--- src/rtl/fifo_uart_tx.sv ---
// UART transmitter draining a show-ahead FIFO: start bit, LSB-first data,
// optional parity, one stop bit, with back-to-back frames and no idle gap.
module fifo_uart_tx #(
   parameter int width        = 8,
   parameter int clks_per_bit = 16,
   parameter int log2clks     = 4,
   parameter bit parity_en    = 1'b0,
   parameter bit parity_odd   = 1'b0
) (
   input  logic             clk,
   input  logic             rst_n,
   input  logic             fifo_empty,
   input  logic [width-1:0] fifo_data,
   output logic             fifo_pop,
   output logic             txd,
   output logic             busy,
   output logic             tx_done
);

   localparam int bit_w = $clog2(width) + 1;

   localparam logic [2:0] IDLE   = 3'd0;
   localparam logic [2:0] START  = 3'd1;
   localparam logic [2:0] DATA   = 3'd2;
   localparam logic [2:0] PARITY = 3'd3;
   localparam logic [2:0] STOP   = 3'd4;

   localparam logic [log2clks-1:0] bcnt_last = log2clks'(clks_per_bit - 1);
   localparam logic [bit_w-1:0]    bit_last  = bit_w'(width - 1);

   logic [2:0]          state;
   logic [log2clks-1:0] bcnt;
   logic [bit_w-1:0]    bit_cnt;
   logic [width-1:0]    shreg;
   logic [width-1:0]    shreg_next;
   logic                par_acc;
   logic                bit_end;
   logic                load;

   assign bit_end    = (bcnt == bcnt_last);
   assign shreg_next = shreg >> 1;
   // FIFO is only looked at in IDLE and on the last cycle of a stop bit
   assign load       = rst_n && !fifo_empty &&
                       ((state == IDLE) || ((state == STOP) && bit_end));

   always_ff @(posedge clk) begin
      if (!rst_n) begin
         state    <= IDLE;
         bcnt     <= '0;
         bit_cnt  <= '0;
         txd      <= 1'b1;
         busy     <= 1'b0;
         fifo_pop <= 1'b0;
         tx_done  <= 1'b0;
      end else begin
         fifo_pop <= 1'b0;
         tx_done  <= 1'b0;
         if ((state == IDLE) || bit_end) bcnt <= '0;
         else                            bcnt <= bcnt + 1'b1;
         case (state)
            IDLE: begin
               txd  <= 1'b1;
               busy <= 1'b0;
               if (load) begin
                  fifo_pop <= 1'b1;
                  busy     <= 1'b1;
                  txd      <= 1'b0;
                  state    <= START;
               end
            end
            START: if (bit_end) begin
               state   <= DATA;
               bit_cnt <= '0;
               txd     <= shreg[0];
            end
            DATA: if (bit_end) begin
               bit_cnt <= bit_cnt + 1'b1;
               if (bit_cnt == bit_last) begin
                  if (parity_en) begin
                     state <= PARITY;
                     txd   <= par_acc ^ shreg[0];
                  end else begin
                     state <= STOP;
                     txd   <= 1'b1;
                  end
               end else begin
                  txd <= shreg_next[0];
               end
            end
            PARITY: if (bit_end) begin
               state <= STOP;
               txd   <= 1'b1;
            end
            STOP: if (bit_end) begin
               tx_done <= 1'b1;
               if (load) begin
                  fifo_pop <= 1'b1;
                  txd      <= 1'b0;
                  state    <= START;
               end else begin
                  busy  <= 1'b0;
                  txd   <= 1'b1;
                  state <= IDLE;
               end
            end
            default: state <= IDLE;
         endcase
      end
   end

   // Datapath: word captured on the pop edge, shifted once per data bit
   always_ff @(posedge clk) begin
      if (load) begin
         shreg   <= fifo_data;
         par_acc <= parity_odd;
      end else if ((state == DATA) && bit_end) begin
         shreg   <= shreg_next;
         par_acc <= par_acc ^ shreg[0];
      end
   end

endmodule

--- config.mk ---
export PLATFORM = sky130hd
export DESIGN_NAME = fifo_uart_tx
export DESIGN_NICKNAME = d
export VERILOG_FILES = /design/src/rtl/fifo_uart_tx.sv
export SDC_FILE = /design/constraint.sdc
export NUM_CORES = 1
export LEC_CHECK = 0
export BUFFER_PORTS_ARGS = -buffer_cell sky130_fd_sc_hd__buf_2
export CAP_MARGIN = 10
export CORE_MARGIN = 3
export CORE_UTILIZATION = 55
export CTS_BUF_LIST = sky130_fd_sc_hd__clkbuf_4 sky130_fd_sc_hd__clkbuf_8 sky130_fd_sc_hd__clkbuf_16
export DETAILED_ROUTE_END_ITERATION = 16
export PLACE_DENSITY = 0.78
export SYNTH_ARGS = -nofsm -noshare
export SYNTH_HDL_FRONTEND = slang
export SYNTH_SLANG_ARGS = --single-unit
--- constraint.sdc ---
create_clock -name clk -period 2.23 [get_ports clk]
set_clock_uncertainty 0.2 [all_clocks]
set_input_delay 0.1115 -clock clk [delete_from_list [all_inputs] [get_ports clk]]
set_output_delay 0.1115 -clock clk [all_outputs]
set_load 0.005 [all_outputs]
==> results.toml, run 1 <==
[route]
avgViaCountPerCell = 5.58
firstDrtPassIters = 4
top_layer = "met4"
wl_met1_um = 987
post-route-drc-count = 0
dr_total_vias = 860
drt_wl_total_um = 2120
wl_met2_um = 998
dr.first_iter.drc_count = 25
drtAntennaViolNets = 0
wl_met3_um = 123
wl_per_cell_um = 13.8

[layout]
nFillCells = 135
postLayoutCoreUtil = 0.733
nets = 143
drive_above_1_share = 0.248
synthToLayoutAreaGrowth_pct = 19.5
antenna_cells = 0

[worst_setup_path]
crit_path_max_incr_delay_ps = 380
cp-startpoint = "state[1]"
reg2reg_to = "shreg[7]"
reg2reg_slack_ps = 180
cp_cell_sequence = "or2_1 > nor2_4 > and3_4 > o21bai_1"
slowest_stage = "dfxtp_1"
crit_type = "register to register"
cp-end-kind = "register"
critPathMaxFanout = 10
r2r_cells = 4
crit_path_start_kind = "register"
cp-endpoint = "shreg[7]"
worstPathArrival_ps = 1800
r2r_start = "state[1]"
critPathRequiredTime_ps = 1990

[clocking]
clkLatencyLatePin_ps = 310
cts-buffers-inserted = 3
cts.path.max_buffers = 2
ctsHtreeMaxLevel = 1
cts_resized = 0
cts_tree = "done"
cts.clk_slew.worst_paths_ps = 120
cts-root-buf = "clkbuf_4"
cts.sinks = 23

[logic_synthesis]
syn_inst = 102
ys_seq_area_frac = 0.484
synthArstFlopShare = 0
synth_edf_count = 8
ys_types = 39
syn_avg_cell_area_um2 = 10.9
synthesis.nets = 115
ys_ff_latch = 23
ys.flop_type = "dfxtp_1"
ys_warn_count = 0
synth_area_um2 = 1120

[timing]
setup_viol = 0
worstMarginPinSlew_ps = 702
slew_violations = 0
rsz0062_at_grt = "no"
tns_ps = 0
finalCritPeriodShare = 0.917
fmax_ghz = 0.489
setup_ws_ps = 185
whs_ps = 280
relSlewSlack = 0.531
hold_viol_final = 0
fin_crit_ps = 2050

[floorplan]
die_w_um = 51.0
num_io_pins = 15
die_h_um = 51.0
dieArea_um2 = 2610
core_area_um2 = 1820
start_util = 0.613
rows = 15

[power]
ir_worst_vdd_mv = 0.482
p_per_area_nw_per_um2 = 562
p_leak_nw = 0.514

[min_path]
hp-class = "register to register"
hold_start = "bcnt[0]"

[run]
maxCapViolCount = 0

[global_route]
grt_max_degree = 13
grt_pass1_vias = 848
track_usage = 0.189
grt_pass1_wl_um = 3700
overflow = 0
antenna_found_initial = 0

[status]
status = "completed"

[place]
routabilityCongestion = 0.839
dp_slack_ps = 186
dp_hpwl_um = 1500
port_buffers = 14
==> through the flow <==
stage	power, W	std cells	area (um^2)
finish	0.000749	154	1330
global route	0.000785	154	1330
CTS	0.000755	154	1330
detailed placement	0.000543	140	1200
global placement	0.000540	140	1200
floorplan	0.000524	102	1120
==> sequential cells by signal, summed over array words and instances (netlist names) <==
name and flops:
bit_cnt 4, fifo_pop 1, shreg 8, state 3, txd 1, busy 1, tx_done 1, bcnt 4
==> power by group <==
part           switching, W  internal (W)
Combinational     0.0000392     0.0000510
Sequential       0.00000719      0.000450
Clock              0.000119     0.0000820
==> cells in the mapped netlist (all sizes together), types with 2 or more instances <==
| cell | instances | area (um^2) |
|---|---|---|
| a21oi | 7 | 35.0 |
| a31oi | 2 | 12.5 |
| and2 | 3 | 18.8 |
| and3 | 2 | 17.5 |
| buf | 3 | 36.3 |
| clkbuf | 2 | 7.51 |
| dfxtp | 15 | 300 |
| edfxtp | 8 | 240 |
| ha | 2 | 25.0 |
| inv | 2 | 7.51 |
| mux2 | 7 | 105 |
| nand2 | 4 | 15.0 |
| nand3 | 4 | 25.0 |
| nand4b | 3 | 26.3 |
| nor2 | 9 | 41.3 |
| nor3 | 5 | 25.0 |
| o21ai | 4 | 20.0 |
| o21bai | 4 | 30.0 |
==> what timing repair did <==
action / in CTS / in global routing
endpoints found under the hold margin: 15 / 0
setup buffers: 0 / 0
hold buffers: 10 / 0
==> worst min-delay path by stage <==
stage            endpoint  depth (start not counted)
3_3_place_gp     shreg[7]                          2
5_1_grt           bcnt[0]                          1
4_1_cts           bcnt[0]                          1
3_5_place_dp     shreg[7]                          2
6_report          bcnt[0]                          1
2_1_floorplan  bit_cnt[1]                          1
==> worst max-delay path, delay by kind of cell, from the launching register on <==
kind,cells,cell delay [ps]
compound gates,1,360
simple gates,3,750
flops,1,380
==> metal layers <==
metal	up-vias	GRT usage
met5	-	0
met4	0	0.0269
met3	2	0.0612
met2	26	0.324
met1	402	0.235
li1	430	-
==> layout by cell type, fill, tap and decap left out, types with 2 or more instances in the layout <==
| master | n |
|---|---|
| a21oi_1 | 7 |
| a31oi_1 | 2 |
| and2_1 | 3 |
| buf_2 | 14 |
| buf_4 | 4 |
| clkbuf_4 | 4 |
| dfxtp_1 | 15 |
| dlygate4sd3_1 | 10 |
| edfxtp_1 | 8 |
| ha_1 | 2 |
| inv_1 | 2 |
| mux2_4 | 7 |
| nand2_1 | 4 |
| nand3_1 | 3 |
| nand4b_1 | 3 |
| nor2_1 | 8 |
| nor3_1 | 5 |
| o21ai_0 | 4 |
| o21bai_1 | 4 |
==> kinds of logic (layout without fill, tap and decap cells) <==
| logic type | count (synthesis) | after routing | share of synthesized area |
|---|---|---|---|
| AO/OA/AOI/OAI | 24 | 24 | 0.140 |
| buffers and inverters | 8 | 35 | 0.0493 |
| adder cells (fa/ha/maj) | 3 | 3 | 0.0314 |
| multiplexers | 7 | 7 | 0.0942 |
| flip-flops | 23 | 23 | 0.484 |
| XOR/XNOR | 2 | 2 | 0.0157 |
| AND/OR/NAND/NOR | 35 | 35 | 0.185 |
==> cell type report <==
type	count	area [um^2]	area share
sequential	23	541	0.405
multi-input combinational	71	520	0.390
timing repair buffer	28	200	0.150
inverter	3	11.3	0.00844
tap	25	31.3	0.0235
clock buffer	4	30.0	0.0225
(Power assumes the default switching activity.)
==> inputs of run 2 (changes only) <==
Settings changed: REMOVE_ABC_BUFFERS from default to 1.
==> run 2 against run 1 <==
Global-route usage down 0.15 points; sequential power grew 0.9%; total power barely moved; first-iteration DRC count fell by 72%; final cell count did not move; sequential cell count unchanged; clock-buffer cell count fell by 1; fmax shrank 3.0%.
==> results.toml, run 2 (synthesis gave the netlist of run 1 again) <==
[power]
seqPwrFrac = 0.616
totalPowerFinal_w = 0.000749
internal_power_w = 0.000570
pwr-share-comb = 0.115
pwr-share-clk = 0.269
p_per_area_nw_per_um2 = 561
p_leak_nw = 0.510
p_sw_frac = 0.239
ir_worst_vdd_mv = 0.541
switchingPower_w = 0.000179

[timing]
relSlewSlack = 0.501
fin_crit_ps = 2110
hold_viol_final = 0
finalCritPeriodShare = 0.946
rsz0062_at_grt = "no"
tns_ps = 0
setup_viol = 0
fmax_ghz = 0.474
slew_violations = 0
worstMarginPinSlew_ps = 747

[worst_setup_path]
cp-startpoint = "state[0]"
worstPathArrival_ps = 1870
reg2reg_to = "shreg[0]"
crit_path_start_kind = "register"
crit_type = "register to register"
reg2reg_slack_ps = 120
cp-end-kind = "register"
cp-endpoint = "shreg[0]"
crit_path_max_incr_delay_ps = 460
critPathMaxFanout = 14
cp_cell_sequence = "or2_1 > nor2_4 > and3_4 > o21bai_1"
critPathRequiredTime_ps = 1990
r2r_start = "state[0]"
slowest_stage = "dfxtp_1"
r2r_cells = 4

[floorplan]
num_io_pins = 15
die_h_um = 51.0
dieArea_um2 = 2610
start_util = 0.613
rows = 15
core_area_um2 = 1820
die_w_um = 51.0

[global_route]
grt_pass1_wl_um = 3610
grt_pass1_vias = 823
antenna_found_initial = 0
grt_max_degree = 15
track_usage = 0.187
overflow = 0

[layout]
layout_commonest_cell = "dfxtp_1"
fin_area_um2 = 1330
synthToLayoutAreaGrowth_pct = 19.5
largest_reg_flops = 8
drive_above_1_share = 0.248
reg_top3 = "shreg (8), bcnt (4), bit_cnt (4)"
fin_cells = 154
layout_common_cells = "dfxtp_1 (15), buf_2 (14), dlygate4sd3_1 (10), nor2_1 (8), edfxtp_1 (8)"
antenna_cells = 0
nets = 143
regMostFlops = "shreg"

[route]
avgViaCountPerCell = 5.53
drtAntennaViolNets = 0
dr.first_iter.drc_count = 7
firstDrtPassIters = 4
dr_total_vias = 851
post-route-drc-count = 0
wl_per_cell_um = 13.7
drt_wl_total_um = 2100

[place]
routabilityCongestion = 0.752
dp.cells = 140
port_buffers = 14
dp_hpwl_um = 1380
dpl_cell_area_um2 = 1200

[clocking]
clkLatencyLatePin_ps = 320
cts.clk_slew.worst_paths_ps = 140
ctsHtreeMaxLevel = 1
cts-buffers-inserted = 3
cts.path.max_buffers = 2
cts_tree = "done"
cts_resized = 0
cts-root-buf = "clkbuf_4"
cts.sinks = 23

[run]
maxCapViolCount = 0

[min_path]
hold_start = "bcnt[0]"
hp-class = "register to register"

[status]
status = "completed"
## run 2: changes by cell type in the layout (fill, tap and decap cells not counted), sizes merged
cell      delta
clkinvlp     +1
clkbuf       -1
## run 2: worst min path at each step
stage                 endpoint  slack (ps)  cells after the start
floorplan           bit_cnt[1]          30                      1
global placement      shreg[7]         190                      2
detailed placement    shreg[7]         200                      2
CTS                    bcnt[0]         260                      1
global route           bcnt[0]         280                      1
finish                 bcnt[0]         260                      1
## run 2: cell type report
type                    count  area (um^2)
flip-flops and latches     23          541
fillers                   144          487
well taps                  25         31.3
clock inverters             1         7.51
repair buffers             28          200
clock buffers               3         22.5
inverters                   3         11.3
multi-input cells          71          520
## run 2: metal layers
| layer | global-route usage | part of all wire | vias up |
|---|---|---|---|
| met5 | 0 | 0 | - |
| met4 | 0.0762 | 0.021 | 0 |
| met3 | 0.0612 | 0.049 | 4 |
| met2 | 0.290 | 0.46 | 20 |
| met1 | 0.239 | 0.47 | 398 |
| li1 | - | - | 429 |
## run 2: power groups by stage
stage / clock [W] / sequential (W) / combinational, W
6_report: 0.000201 / 0.000461 / 0.0000864
5_1_grt: 0.000227 / 0.000464 / 0.0000948
4_1_cts: 0.000205 / 0.000461 / 0.0000862
3_5_place_dp: 0 / 0.000469 / 0.0000718
3_3_place_gp: 0 / 0.000469 / 0.0000701
2_1_floorplan: 0 / 0.000468 / 0.0000469
## run 2: repair_timing
item / in CTS / in global routing
setup buffers: 0 / 0
hold buffers: 10 / 0
hold endpoints to repair: 18 / 0
## run 2: per-stage QoR
step | setup WS, ps | util | hold WS [ps]
after CTS | 133 | 0.733 | 261
after global routing | 10.6 | 0.733 | 276
after detailed placement | 136 | 0.661 | 199
final | 120 | 0.733 | 257
after global placement | 205 | 0.661 | 188
after floorplan | 268 | - | 33.2
## run 2: worst max-delay path: cells and delay by family, from the launching register on
kind	cells	cell delay, ps
compound gates	1	380
flops	1	460
simple gates	3	730
==> inputs of run 3 (changes only) <==
Clock period 2.23 ns to 2.15 ns, I/O delays scaled along.
==> run 3 against run 2 <==
Worst hold slack about the same; clock-buffer cell count stayed put; sequential cell count unchanged; clock power barely moved; via count increased by 5.9%; sequential power rose by 3%; highest routed layer unchanged.
==> results.toml, run 3 (synthesis gave the netlist of run 1 again) <==
[status]
status = "completed"

[layout]
drive_above_1_share = 0.262
fin_cells = 155
synthToLayoutAreaGrowth_pct = 20.5
antenna_cells = 0
reg_top3 = "shreg (8), bcnt (4), bit_cnt (4)"
regMostFlops = "shreg"
layout_common_cells = "dfxtp_1 (15), buf_2 (14), dlygate4sd3_1 (10), nor2_1 (8), edfxtp_1 (8)"
largest_reg_flops = 8
layout_commonest_cell = "dfxtp_1"
nets = 144

[power]
p_leak_nw = 0.519
totalPowerFinal_w = 0.000776
ir_worst_vdd_mv = 0.676
p_per_area_nw_per_um2 = 577

[route]
drt_wl_total_um = 2220
firstDrtPassIters = 4
dr_total_vias = 901
avgViaCountPerCell = 5.81
wl_per_cell_um = 14.3
dr.first_iter.drc_count = 23
post-route-drc-count = 0
drtAntennaViolNets = 0

[min_path]
hp-class = "register to register"
hold_depth = 1

[global_route]
overflow = 0
antenna_found_initial = 0
grt_max_degree = 15
grt_pass1_wl_um = 3910
track_usage = 0.197
grt_pass1_vias = 875

[clocking]
cts.sinks = 23
cts-buffers-inserted = 3
clkLatencyLatePin_ps = 310
cts.path.max_buffers = 2
cts-root-buf = "clkbuf_4"
cts_tree = "done"
ctsHtreeMaxLevel = 1
cts.clk_slew.worst_paths_ps = 140

[worst_setup_path]
critPathRequiredTime_ps = 1920
cp-end-kind = "register"
crit_path_start_kind = "register"
critPathMaxFanout = 10
worstPathArrival_ps = 1680
r2r_cells = 5
crit_type = "register to register"

[floorplan]
num_io_pins = 15
dieArea_um2 = 2610
die_w_um = 51.0
core_area_um2 = 1820
rows = 15
start_util = 0.613
die_h_um = 51.0

[timing]
fmax_ghz = 0.525
slew_violations = 0
tns_ps = 0
finalCritPeriodShare = 0.887
fin_crit_ps = 1910
hold_viol_final = 0
worstMarginPinSlew_ps = 436
setup_viol = 0
relSlewSlack = 0.709
whs_ps = 257
rsz0062_at_grt = "no"

[place]
routabilityCongestion = 0.781
port_buffers = 14
dp_hpwl_um = 1480
dp.cells = 141

[run]
maxCapViolCount = 0
run 3: cell count changes in the layout (fill, tap and decap cells not counted):
cell / change
buf_4: +1
o21bai_1: -1
o21bai_2: +1
run 3: worst max-delay path, stage by stage, from the launching register on:
cell and delay, ps:
dfxtp_1 380, ha_1 230, nand3_2 90, nand2_1 110
and3_4 300, o21bai_2 260
run 3: layout make-up:
cell class / count / area, um^2
fill: 141 / 475
inverter: 3 / 11.3
clock inverter: 1 / 7.51
multi-input combinational: 71 / 524
clock buffer: 3 / 22.5
tap: 25 / 31.3
timing repair buffer: 29 / 208
sequential: 23 / 541
run 3: where the power goes:
| part | switching, W | leakage [nW] | internal [W] |
|---|---|---|---|
| logic | 0.0000421 | 0.309 | 0.0000554 |
| clock network | 0.000133 | 0.0139 | 0.0000709 |
| registers | 0.00000748 | 0.196 | 0.000467 |
| total | 0.000183 | 0.519 | 0.000593 |
run 3: timing repair:
item                                    4_1_cts  5_1_grt
buffers inserted                              0        0
endpoints found under the setup margin        0        4
endpoints found under the hold margin        17        0
hold buffers                                 10        0
gates resized for setup                       0        1
run 3: worst paths after layout:
check	startpoint	endpoint	slack [ps]
max	bcnt[0]	shreg[3]	240
max reg2reg	bcnt[0]	shreg[3]	240
min reg2reg	bcnt[0]	bcnt[0]	260
min	bcnt[0]	bcnt[0]	260
run 3: layer usage:
layer  up-vias  part of all wire  wire length, um  global-route usage
li1        431                 -                -                   -
met1       439              0.44              980               0.260
met2        29              0.49             1090               0.318
met3         2             0.060              134              0.0612
met4         0            0.0063               14              0.0404
met5         -                 0                0                   0
run 3: through the flow:
stage	utilization	setup WS [ps]	instance area, um^2
after floorplan	-	188	1070
after global placement	0.665	218	1210
after detailed placement	0.665	132	1210
after CTS	0.737	110	1340
after global routing	0.739	140	1350
final	0.739	244	1350
